**config.mk**
```make
export PLATFORM = sky130hd
export DESIGN_NAME = deserializer
export DESIGN_NICKNAME = d
export VERILOG_FILES = /design/src/rtl/deserializer_pkg.sv /design/src/rtl/deserializer_out_buf.sv /design/src/rtl/deserializer.sv
export SDC_FILE = /design/constraint.sdc
export NUM_CORES = 1
export LEC_CHECK = 0
export BUFFER_PORTS_ARGS = -buffer_cell sky130_fd_sc_hd__buf_2
export CAP_MARGIN = 0
export CORE_MARGIN = 4
export CORE_UTILIZATION = 30
export DETAILED_ROUTE_END_ITERATION = 10
export PLACE_DENSITY = 0.58
export RECOVER_POWER = 25
export SLEW_MARGIN = 20
export SYNTH_ARGS = -nofsm -noshare
export SYNTH_HDL_FRONTEND = slang
export SYNTH_SLANG_ARGS = --single-unit
```
**constraint.sdc**
```tcl
create_clock -name clk -period 5.6 [get_ports clk]
set_clock_uncertainty 0.1 [all_clocks]
set_input_delay 1.12 -clock clk [delete_from_list [all_inputs] [get_ports clk]]
set_output_delay 1.12 -clock clk [all_outputs]
set_load 0.03 [all_outputs]
```
**src/rtl/deserializer_pkg.sv**
```systemverilog
// Shared types and constants for the serial-to-parallel receive stage.
package deser_pkg;

    // Receive framing state: waiting for a start bit, or collecting a frame.
    typedef enum logic {
        IDLE  = 1'b0,
        SHIFT = 1'b1
    } deser_state_t;

    // Number of completed words that can wait for the consumer.
    localparam int DESER_BUF_DEPTH = 2;

endpackage

```
**src/rtl/deserializer_out_buf.sv**
```systemverilog
// Small synchronous FIFO holding completed words until the consumer takes them.
// A push into a full buffer is accepted only when a pop happens in the same cycle.
module deser_out_buf
    import deser_pkg::*;
#(
    parameter int DATA_WIDTH = 8,
    parameter int DEPTH      = DESER_BUF_DEPTH
) (
    input  logic                         clk,
    input  logic                         rst_n,
    input  logic                         push_i,
    input  logic                         pop_i,
    input  logic [DATA_WIDTH-1:0]        data_i,
    output logic [DATA_WIDTH-1:0]        data_o,
    output logic                         valid_o,
    output logic                         full_o,
    output logic [$clog2(DEPTH+1)-1:0]   count_o
);

    localparam int PTR_W = (DEPTH > 1) ? $clog2(DEPTH) : 1;
    localparam int CNT_W = $clog2(DEPTH + 1);
    localparam logic [PTR_W-1:0] LAST_PTR = PTR_W'(DEPTH - 1);
    localparam logic [CNT_W-1:0] FULL_CNT = CNT_W'(DEPTH);

    logic [DATA_WIDTH-1:0] mem_q [DEPTH];
    logic [PTR_W-1:0]      wr_ptr_q, wr_ptr_d;
    logic [PTR_W-1:0]      rd_ptr_q, rd_ptr_d;
    logic [CNT_W-1:0]      count_q, count_d;
    logic                  do_push;
    logic                  do_pop;

    assign do_pop  = pop_i && (count_q != '0);
    assign do_push = push_i && ((count_q != FULL_CNT) || do_pop);

    // Next-state pointers and occupancy.
    always_comb begin
        wr_ptr_d = wr_ptr_q;
        rd_ptr_d = rd_ptr_q;
        count_d  = count_q;
        if (do_push) begin
            wr_ptr_d = (wr_ptr_q == LAST_PTR) ? '0 : wr_ptr_q + 1'b1;
        end
        if (do_pop) begin
            rd_ptr_d = (rd_ptr_q == LAST_PTR) ? '0 : rd_ptr_q + 1'b1;
        end
        case ({do_push, do_pop})
            2'b10:   count_d = count_q + 1'b1;
            2'b01:   count_d = count_q - 1'b1;
            default: count_d = count_q;
        endcase
    end

    // Storage and pointer registers; reset clears contents so the head reads zero.
    always_ff @(posedge clk) begin
        if (!rst_n) begin
            for (int i = 0; i < DEPTH; i++) begin
                mem_q[i] <= '0;
            end
            wr_ptr_q <= '0;
            rd_ptr_q <= '0;
            count_q  <= '0;
        end else begin
            if (do_push) begin
                mem_q[wr_ptr_q] <= data_i;
            end
            wr_ptr_q <= wr_ptr_d;
            rd_ptr_q <= rd_ptr_d;
            count_q  <= count_d;
        end
    end

    assign data_o  = mem_q[rd_ptr_q];
    assign valid_o = (count_q != '0);
    assign full_o  = (count_q == FULL_CNT);
    assign count_o = count_q;

endmodule

```
**src/rtl/deserializer.sv**
```systemverilog
// Serial-to-parallel receive stage: rebuilds MSB-first frames into words,
// buffers them for a valid/ready consumer and keeps link error statistics.
module deserializer
    import deser_pkg::*;
#(
    parameter int DATA_WIDTH = 8,
    parameter int CNT_WIDTH  = 8
) (
    input  logic                  clk,
    input  logic                  rst_n,
    input  logic                  serial_in,
    input  logic                  enable,
    input  logic                  start,
    output logic [DATA_WIDTH-1:0] parallel_out,
    output logic                  valid,
    input  logic                  ready,
    output logic                  abort_pulse,
    output logic                  drop_pulse,
    output logic [CNT_WIDTH-1:0]  abort_count,
    output logic [CNT_WIDTH-1:0]  drop_count,
    output logic [CNT_WIDTH-1:0]  stray_count
);

    localparam int BC_W      = $clog2(DATA_WIDTH) + 1;
    localparam int BUF_CNT_W = $clog2(DESER_BUF_DEPTH + 1);
    localparam logic [BC_W-1:0]      LAST_BIT = BC_W'(DATA_WIDTH - 1);
    localparam logic [BUF_CNT_W-1:0] BUF_FULL = BUF_CNT_W'(DESER_BUF_DEPTH);

    deser_state_t          state_q;
    logic [DATA_WIDTH-1:0] shift_q;
    logic [DATA_WIDTH-1:0] shift_d;
    logic [BC_W-1:0]       bit_cnt_q;
    logic                  abort_pulse_q;
    logic                  drop_pulse_q;
    logic [CNT_WIDTH-1:0]  abort_cnt_q;
    logic [CNT_WIDTH-1:0]  drop_cnt_q;
    logic [CNT_WIDTH-1:0]  stray_cnt_q;

    logic                  frame_done;
    logic                  buf_pop;
    logic                  buf_push;
    logic                  buf_room;
    logic                  buf_full;
    logic                  buf_valid;
    logic                  drop;
    logic [BUF_CNT_W-1:0]  buf_count;

    function automatic logic [CNT_WIDTH-1:0] sat_inc(input logic [CNT_WIDTH-1:0] v);
        return (&v) ? v : v + 1'b1;
    endfunction

    // A start bit always wins over completion, so only a non-start beat can finish a frame.
    assign shift_d    = {shift_q[DATA_WIDTH-2:0], serial_in};
    assign frame_done = enable && !start && (state_q == SHIFT) && (bit_cnt_q == LAST_BIT);
    assign buf_pop    = buf_valid && ready;
    assign buf_room   = (buf_count != BUF_FULL) || buf_pop;
    assign buf_push   = frame_done && buf_room;
    assign drop       = frame_done && buf_full && !buf_pop;

    // Framing FSM, shift register, bit counter, error pulses and saturating counters.
    always_ff @(posedge clk) begin
        if (!rst_n) begin
            state_q       <= IDLE;
            shift_q       <= '0;
            bit_cnt_q     <= '0;
            abort_pulse_q <= 1'b0;
            drop_pulse_q  <= 1'b0;
            abort_cnt_q   <= '0;
            drop_cnt_q    <= '0;
            stray_cnt_q   <= '0;
        end else begin
            abort_pulse_q <= 1'b0;
            drop_pulse_q  <= drop;
            if (drop) begin
                drop_cnt_q <= sat_inc(drop_cnt_q);
            end
            if (enable) begin
                case (state_q)
                    IDLE: begin
                        if (start) begin
                            shift_q   <= shift_d;
                            bit_cnt_q <= BC_W'(1);
                            state_q   <= SHIFT;
                        end else begin
                            stray_cnt_q <= sat_inc(stray_cnt_q);
                        end
                    end
                    SHIFT: begin
                        shift_q <= shift_d;
                        if (start) begin
                            abort_pulse_q <= 1'b1;
                            abort_cnt_q   <= sat_inc(abort_cnt_q);
                            bit_cnt_q     <= BC_W'(1);
                        end else if (bit_cnt_q == LAST_BIT) begin
                            bit_cnt_q <= '0;
                            state_q   <= IDLE;
                        end else begin
                            bit_cnt_q <= bit_cnt_q + 1'b1;
                        end
                    end
                    default: state_q <= IDLE;
                endcase
            end
        end
    end

    deser_out_buf #(
        .DATA_WIDTH (DATA_WIDTH),
        .DEPTH      (DESER_BUF_DEPTH)
    ) u_out_buf (
        .clk     (clk),
        .rst_n   (rst_n),
        .push_i  (buf_push),
        .pop_i   (buf_pop),
        .data_i  (shift_d),
        .data_o  (parallel_out),
        .valid_o (buf_valid),
        .full_o  (buf_full),
        .count_o (buf_count)
    );

    assign valid       = buf_valid;
    assign abort_pulse = abort_pulse_q;
    assign drop_pulse  = drop_pulse_q;
    assign abort_count = abort_cnt_q;
    assign drop_count  = drop_cnt_q;
    assign stray_count = stray_cnt_q;

endmodule
```
==> results of run 1 <==
[path summary, 6_finish.rpt]
kind / start / endpoint / slack, ns
max: start / u_out_buf.mem_q[0][0]$_SDFFCE_PN0P_ / 2.61
min: drop_count[6]$_SDFFE_PN0P_ / drop_count[6]$_SDFFE_PN0P_ / 0.39
max reg2reg: bit_cnt_q[0]$_SDFFE_PN0P_ / u_out_buf.mem_q[0][0]$_SDFFCE_PN0P_ / 2.99
min reg2reg: drop_count[6]$_SDFFE_PN0P_ / drop_count[6]$_SDFFE_PN0P_ / 0.39
[power groups by stage]
stage                     registers (mW)  logic [mW]  clock network [mW]
after detailed placement           0.458      0.0377                   0
after global routing               0.449      0.0405               0.476
final                              0.449      0.0362               0.437
after global placement             0.458      0.0372                   0
after CTS                          0.449      0.0378               0.453
after floorplan                    0.459      0.0258                   0
[cell type report]
class,count,share of cell area (%)
Clock inverter,7,3.20
Inverter,6,0.721
Tap cell,105,4.20
Clock buffer,9,3.96
Multi-Input combinational cell,187,39.0
Sequential cell,59,42.9
Timing Repair Buffer,41,5.96
[per-layer routing]
layer  wire (µm)  up-vias
li1            -     1039
met1        2750      889
met2        2310       41
met3         199        4
met4          49        0
met5           0        -
[cells in the mapped netlist, types with 6 or more instances]
cell type | count | area (µm²)
dfxtp_1 | 43 | 861
nor2_1 | 28 | 105
and2_1 | 19 | 119
edfxtp_1 | 16 | 480
mux2i_1 | 13 | 130
a21oi_1 | 12 | 60.1
nand2_1 | 11 | 41.3
mux2_2 | 9 | 101
clkbuf_1 | 8 | 30.0
nand3_1 | 8 | 40.0
nor3_1 | 8 | 40.0
o21ai_0 | 8 | 40.0
nand4_1 | 7 | 43.8
inv_1 | 6 | 22.5
o21a_1 | 6 | 45.0
[metrics by stage]
step	cell area (µm²)	instances	setup WS (ns)
after floorplan	2630	263	2.59
after global placement	2920	398	2.32
after detailed placement	2920	398	2.26
after CTS	3150	414	2.63
after global routing	3130	414	2.33
final	3130	414	2.61
[registers in the layout, summed over array words and instances (netlist names), named ones only]
| name | cells |
|---|---|
| drop_count | 8 |
| stray_count | 8 |
| abort_count | 8 |
| u_out_buf.rd_ptr_q | 1 |
| abort_pulse | 1 |
| drop_pulse | 1 |
| u_out_buf.mem_q | 16 |
| bit_cnt_q | 4 |
| u_out_buf.count_o | 2 |
| state_q | 1 |
| shift_q | 7 |
| u_out_buf.wr_ptr_q | 1 |
[cell families after synthesis]
group | after synthesis | synth area share, %
simple gates | 108 | 22.0
flops | 59 | 51.0
compound gates | 44 | 10.6
mux | 22 | 8.80
buf+inv | 17 | 2.62
xor+xnor | 8 | 2.66
fa+ha+maj | 5 | 2.38
==> reports/qor.yml, run 1 <==
outcome: "finished, violations left"
violations: "capacitance limit, slew limit"
hold_ws_ns: 0.387
clk_pin_slew_ns: 0.07
synth_area_mm2: 0.00263
grt_max_degree: 38
path_class: "in -> reg"
clkPwrFrac_pct: 47.4
wl_per_cell_um: 12.8
initial_core_util_pct: 31.4
required_ns: 5.45
hold_path_class: "reg -> reg"
drt_wl_total_mm: 5.31
remaining_drc_errors: 0
gp_congestion: 0.753
die_w_um: 102
drt_first_pass_iters: 4
grt_use_met3_pct: 2.82
p_leak_nw: 1.21
coreArea_mm2: 0.00838
drv_slew: 38
fin_crit_sh_pct: 53.4
path_cells: "clkbuf_1 > nand4b_1 > nor3_1 > inv_1 > o21ai_0"
crit_arrival_ns: 2.84
seq_area_frac_synth_pct: 51.0
io_buffers: 40
dp_hpwl_mm: 3.74
ir_drop_uv: 109
yosys_warnings: 0
track_usage_pct: 11.5
post-cts-setup-buffer-count: 0
antenna_found_initial: 0
antenna_cells: 0
ff_latch_area_mm2: 0.00134
met2_usage_pct: 17.2
power_uw: 922
met1_usage_pct: 15.7
grt_pass1_wl_mm: 9.33
rsz0062_at_grt: "false"
synthFlopType: "dfxtp_1"
drv_cap: 1
die_h_um: 102
final_cell_mix: "dfxtp_1, nor2_1, buf_2"
via_per_inst: 4.77
crit_fanout: 8
route.vias.total: 1973
ios: 41
slew_headroom_pct: -13.3
nFillCells: 874
finalCriticalPeriod_ns: 2.99
clk_latency_ns: 0.33
antenna_left: 0
ys_async_sr_fraction_pct: 0
hold_viol_final: 0
syn_inst: 263
fmax_mhz: 334
switching_share_pct: 23.1
synth_area_per_cell_um2: 10.0
p_sw_uw: 213
seqPwrFrac_pct: 48.7
cp-start-kind: "primary input"
cp_top_family: "compound AO/OA/AOI/OAI gates"
post-route-util_pct: 37.3
pwr-share-comb_pct: 3.9
rows: 33
critical_path.slowest_cell: "o21ai_0"
cts.sinks: 59
power.density_mw_per_mm2: 295
synth_edf_count: 16
ys_ff_latch: 59
fin_nets: 315
drtIter0Drc: 52
ctsHoldBuffers: 0
internal_power_uw: 709
post_cts_resized: 0
die_area_mm2: 0.0103
drive_gt1_share_pct: 17.5
syn_nets: 274
setup_viol: 0
grt.busiest_layer: "met2"
cp_slowest_stage_delay_ns: 0.82
synth.distinct_cells: 39
cts_buffers: 9
overflow: 0
clockRootBuffer: "clkbuf_8"
path_depth: 5
area_growth_pct: 18.8
r2r_cells: 5
tightest_slew_ns: 1.70
layout_commonest_cell: "dfxtp_1"
final.setup.tns_ns: 0
min_path_cells: 1
htreeDepth: 3
multiInputGateArea_mm2: 0.00122
max-clock-path-buffers: 2
grt_pass1_vias: 1926
cts_tree: "done"
critPathBufInv: 2
critPathCaptureType: "flip-flop"
(Power assumes the default switching activity.)
==> run 2, diff against run 1 <==
Clock period 5.6 ns to 3.1 ns, I/O delays scaled along.
==> run 2 against run 1 <==
Compared with the run above: the flow still finishes with violations (capacitance limit, slew limit); worst setup slack worse by 1.9 ns; first-iteration DRC count up 3.8%; critical endpoint is now drop_count[2]$_SDFFE_PN0P_; design area up 1.4%; largest cell class unchanged; utilization up 0.54 points; largest power group is now clock; clock power up 92%; non-clock buffer count up 3.
==> reports/qor.yml, run 2 (synthesized netlist as in run 1, its figures left out) <==
outcome: "finished, violations left"
violations: "capacitance limit, slew limit"
critical_path.slowest_cell: "clkbuf_1"
ios: 41
via_per_inst: 4.88
track_usage_pct: 11.3
post_cts_resized: 0
path_class: "in -> reg"
fin_crit_sh_pct: 76.6
slew_headroom_pct: -10.2
final_cell_mix: "dfxtp_1, buf_2, nor2_1"
remaining_drc_errors: 0
path_cells: "clkbuf_1 > inv_1 > clkbuf_1 > a221oi_1"
gp_congestion: 0.730
reg2reg_from: "bit_cnt_q[0]$_SDFFE_PN0P_"
regToRegEndpoint: "u_out_buf.count_o[1]$_SDFFE_PN0P_"
min_path_cells: 1
drv_slew: 38
setup_viol: 0
top_register: "u_out_buf.mem_q"
fin_nets: 318
cts.sinks: 59
post-route-util_pct: 37.8
drive_gt1_share_pct: 19.6
dp_slack_ns: 0.527
antenna_found_initial: 0
critPathCaptureType: "flip-flop"
ir_drop_uv: 482
coreArea_mm2: 0.00838
drt_wl_total_mm: 5.35
initial_core_util_pct: 31.4
tightest_slew_ns: 1.65
rsz0062_at_grt: "false"
hold_path_class: "reg -> reg"
cts_buffers: 9
wl_per_cell_um: 12.8
io_buffers: 40
max-clock-path-buffers: 2
drv_cap: 1
die_w_um: 102
cp_slowest_stage_delay_ns: 1.21
route.vias.total: 2034
rows: 33
cp-start-kind: "primary input"
overflow: 0
finalNonFillerCells: 417
place_area_mm2: 0.00295
fin_ws_ns: 0.724
cp_top_family: "buffers and inverters"
required_ns: 3.12
rrSetupSlack_ns: 0.78
hold-path-endpoint: "drop_count[6]$_SDFFE_PN0P_"
grt_pass1_wl_mm: 9.14
p_leak_nw: 1.25
dp_hpwl_mm: 3.71
antenna_cells: 0
cts_tree: "done"
die_area_mm2: 0.0103
crit_fanout: 37
grt_max_degree: 38
post-cts-setup-buffer-count: 0
fmax_mhz: 421
hold_ws_ns: 0.389
hold_viol_final: 0
drt_first_pass_iters: 4
area_growth_pct: 20.6
antenna_left: 0
final.setup.tns_ns: 0
power.density_mw_per_mm2: 542
clockRootBuffer: "clkbuf_8"
place_inst: 401
cpMostUsedCell: "clkbuf_1"
drtIter0Drc: 54
min_from: "drop_count[6]$_SDFFE_PN0P_"
r2r_cells: 7
die_h_um: 102
grt_pass1_vias: 1922
ctsHoldBuffers: 0
critPathBufInv: 3
crit_arrival_ns: 2.39
largest_reg_flops: 16
power_mw: 1.72
layout_commonest_cell: "dfxtp_1"
clk_pin_slew_ns: 0.07
htreeDepth: 3
finalCriticalPeriod_ns: 2.38
clk_latency_ns: 0.33
fin_area_mm2: 0.00317
==> run 2: where the power goes <==
group	total, mW	switching (mW)	internal (mW)	leakage, nW
Sequential	0.810	0.00809	0.802	0.512
Combinational	0.0682	0.0469	0.0213	0.616
Clock	0.841	0.309	0.532	0.121
==> run 2: area by class of cell <==
cell class	instances	area, µm²
clock buffers	9	124
clock inverters	7	116
fillers	868	5210
inverters	6	22.5
multi-input cells	187	1220
flip-flops and latches	59	1340
well taps	105	131
repair buffers	44	215
==> run 2: worst max path at each step <==
stage | start | endpoint | slack [ns] | cells after the start
4_1_cts | bit_cnt_q[0]$_SDFFE_PN0P_ | u_out_buf.mem_q[1][3]$_SDFFCE_PN0P_ | 0.71 | 5
6_report | rst_n | drop_count[2]$_SDFFE_PN0P_ | 0.72 | 4
3_3_place_gp | start | u_out_buf.mem_q[1][3]$_SDFFCE_PN0P_ | 0.58 | 5
2_1_floorplan | start | u_out_buf.mem_q[0][0]$_SDFFCE_PN0P_ | 0.59 | 5
5_1_grt | rst_n | drop_count[2]$_SDFFE_PN0P_ | 0.44 | 4
3_5_place_dp | start | u_out_buf.mem_q[1][6]$_SDFFCE_PN0P_ | 0.53 | 5
==> run 2: per-layer routing <==
metal | global-route usage, % | wire [µm]
met5 | 0 | 0
met4 | 4.91 | 25
met3 | 3.99 | 276
met2 | 17.6 | 2510
met1 | 14.2 | 2540
==> run 3, diff against run 2 <==
Settings changed: ABC_AREA set to 1, PLACE_DENSITY 0.58 to 0.59.
Clock period 3.1 ns to 2.1 ns, I/O delays scaled along.
==> run 3 against run 2 <==
Compared with the run above: global-route usage is essentially flat; non-clock buffer count grew 4; synthesized cell count is 35% higher; sequential power is 49% higher; highest routed layer unchanged; worst hold slack lost 0.079 ns; first-iteration DRC count up 59%; combinational power rose by 95%; the run now ends clean.
==> reports/qor.yml, run 3 <==
power.density_mw_per_mm2: 721
clkPwrFrac_pct: 45.6
synth_top_area_share_pct: 30.4
syn_inst: 354
hold_path_class: "in -> reg"
cts_buffers: 9
tightest_slew_ns: 0.493
track_usage_pct: 11.3
drt_wl_total_mm: 5.78
internal_power_mw: 1.93
seqPwrFrac_pct: 49.0
ys_ff_latch: 59
fin_area_mm2: 0.00342
syn_nets: 365
antenna_found_initial: 0
cts.sinks: 59
crit_fanout: 8
slew_headroom_pct: 67.1
ys_async_sr_fraction_pct: 0
setup_viol: 0
critical_path.slowest_cell: "dfxtp_1"
wl_met2_mm: 2.53
met1_length_mm: 2.92
seq_area_frac_synth_pct: 47.4
path_cells: "mux2_2 > buf_2"
ios: 41
fin_nets: 416
layout_commonest_cell: "nand2_1"
route.vias.total: 2387
switching_share_pct: 22.0
via_per_inst: 4.58
final.setup.tns_ns: 0
clk_latency_ns: 0.33
htreeDepth: 3
cp_top_family: "flip-flops"
place_area_mm2: 0.00319
ir_drop_uv: 481
min_path_cells: 3
largest_reg_flops: 16
required_ns: 1.58
pwr-share-comb_pct: 5.4
max-clock-path-buffers: 2
io_buffers: 40
initial_core_util_pct: 30.8
synth_common_cells: "nand2_1, nor2_1, dfxtp_1, inv_1, a21oi_1"
rows: 35
synth_area_mm2: 0.00283
reg2reg_from: "bit_cnt_q[0]$_SDFFE_PN0P_"
post-cts-setup-buffer-count: 0
rrSetupSlack_ns: 0.22
path_class: "reg -> out"
grt_pass1_wl_mm: 10.2
outcome: "complete, no violations"
drt_first_pass_iters: 4
rsz0062_at_grt: "false"
grt_pass1_vias: 2203
fin_ws_ns: 0.144
clockRootBuffer: "clkbuf_8"
coreArea_mm2: 0.00920
yosys.area.top_type: "dfxtp_1"
p_sw_uw: 542
regToRegEndpoint: "u_out_buf.count_o[1]$_SDFFE_PN0P_"
finalCriticalPeriod_ns: 1.96
dr_wl_met3_um: 263
synth.distinct_cells: 27
synthFlopType: "dfxtp_1"
fmax_mhz: 511
gp_congestion: 0.833
die_area_mm2: 0.0110
drv_cap: 0
area_growth_pct: 21.0
synth_area_per_cell_um2: 7.99
dp_hpwl_mm: 4.27
synth_area_leaders: "dfxtp_1, edfxtp_1, nand2_1, nor2_1, a21oi_1"
yosysMostFrequentCell: "nand2_1"
cp-start-kind: "flip-flop"
crit_arrival_ns: 1.44
cts_tree: "done"
remaining_drc_errors: 0
wl_per_cell_um: 11.1
overflow: 0
final_cell_mix: "nand2_1, nor2_1, dfxtp_1"
top_register: "u_out_buf.mem_q"
hold_viol_final: 0
clk_pin_slew_ns: 0.07
ctsHoldBuffers: 0
antenna_cells: 0
r2r_cells: 11
fin_crit_sh_pct: 93.2
die_h_um: 105
drtIter0Drc: 86
antenna_left: 0
p_leak_nw: 1.45
drv_slew: 0
cp_slowest_stage_delay_ns: 0.53
grt_max_degree: 17
yosys_warnings: 0
post_cts_resized: 0
highest_layer: "met4"
drive_gt1_share_pct: 24.4
synth_edf_count: 16
die_w_um: 105
dp_slack_ns: 0.0802
critPathCaptureType: "output pin"
hold-path-endpoint: "shift_q[0]$_SDFFE_PN0P_"
min_from: "serial_in"
critPathBufInv: 1
-- run 3: cell types whose count changed in the layout (fill, tap and decap cells not counted), moves of 11 or more --
cell     before  now
a21oi_1      12   28
inv_1         6   32
and2_1       19    0
nor2_1       28   47
nand3_1       8   25
nor2_2        0   11
mux2i_1      13    0
nand2_1      11   75
-- run 3: kinds of logic (layout without fill, tap and decap cells) --
kind of cell               after synthesis  in the layout  synth area share [%]
AOI/OAI and AO/OA                       49             49                  9.02
muxes                                    8              8                  3.18
buffers and inverters                   44            100                  6.10
and+or+nand+nor                        184            184                  30.5
xor gates and xnor gates                 5              5                  1.55
adders and majority gates                5              5                  2.21
DFF                                     59             59                  47.4
-- run 3: final cells by class --
| cell class | count | area, µm² |
|---|---|---|
| Fill cell | 985 | 5770 |
| Sequential cell | 59 | 1340 |
| Multi-Input combinational cell | 251 | 1330 |
| Timing Repair Buffer | 48 | 259 |
| Tap cell | 111 | 139 |
| Clock buffer | 10 | 138 |
| Inverter | 36 | 135 |
| Clock inverter | 6 | 78.8 |
-- run 3: how the worst max path moves through the flow --
stage | startpoint | end | cells past startpoint | slack (ns)
2_1_floorplan | bit_cnt_q[0]$_SDFFE_PN0P_ | u_out_buf.mem_q[0][0]$_SDFFCE_PN0P_ | 7 | 0.21
3_3_place_gp | enable | u_out_buf.count_o[1]$_SDFFE_PN0P_ | 11 | 0.14
3_5_place_dp | enable | u_out_buf.count_o[1]$_SDFFE_PN0P_ | 11 | 0.08
4_1_cts | bit_cnt_q[0]$_SDFFE_PN0P_ | u_out_buf.count_o[1]$_SDFFE_PN0P_ | 11 | 0.09
5_1_grt | bit_cnt_q[0]$_SDFFE_PN0P_ | u_out_buf.count_o[1]$_SDFFE_PN0P_ | 11 | 0.003
6_report | flip-flop | parallel_out[5] | 2 | 0.14
-- run 3: per-layer routing --
metal / global-route usage (%) / up-vias
met1: 14.7 / 1072
met2: 17.5 / 38
met3: 3.83 / 8
li1: - / 1269
met4: 3.94 / 0
met5: 0 / -
-- run 3: power groups by stage --
| stage | Combinational [mW] | Clock (mW) | Sequential [mW] |
|---|---|---|---|
| 4_1_cts | 0.136 | 1.17 | 1.21 |
| 3_3_place_gp | 0.133 | 0 | 1.23 |
| 2_1_floorplan | 0.0856 | 0 | 1.24 |
| 6_report | 0.133 | 1.13 | 1.21 |
| 5_1_grt | 0.151 | 1.22 | 1.21 |
| 3_5_place_dp | 0.135 | 0 | 1.24 |
-- run 3: per-stage QoR --
step / util, % / std cells / total power [mW] / hold slack, ns
2_1_floorplan: - / 354 / 1.32 / 0.326
3_3_place_gp: 34.7 / 505 / 1.37 / 0.336
3_5_place_dp: 34.7 / 505 / 1.37 / 0.349
4_1_cts: 37.0 / 521 / 2.52 / 0.302
5_1_grt: 37.2 / 521 / 2.59 / 0.322
6_report: 37.2 / 521 / 2.47 / 0.311
-- run 3: tightest hold or removal path, stage by stage --
cell	delay, ns
buf_2	0.10
o21ai_0	0.08
a21oi_1	0.10
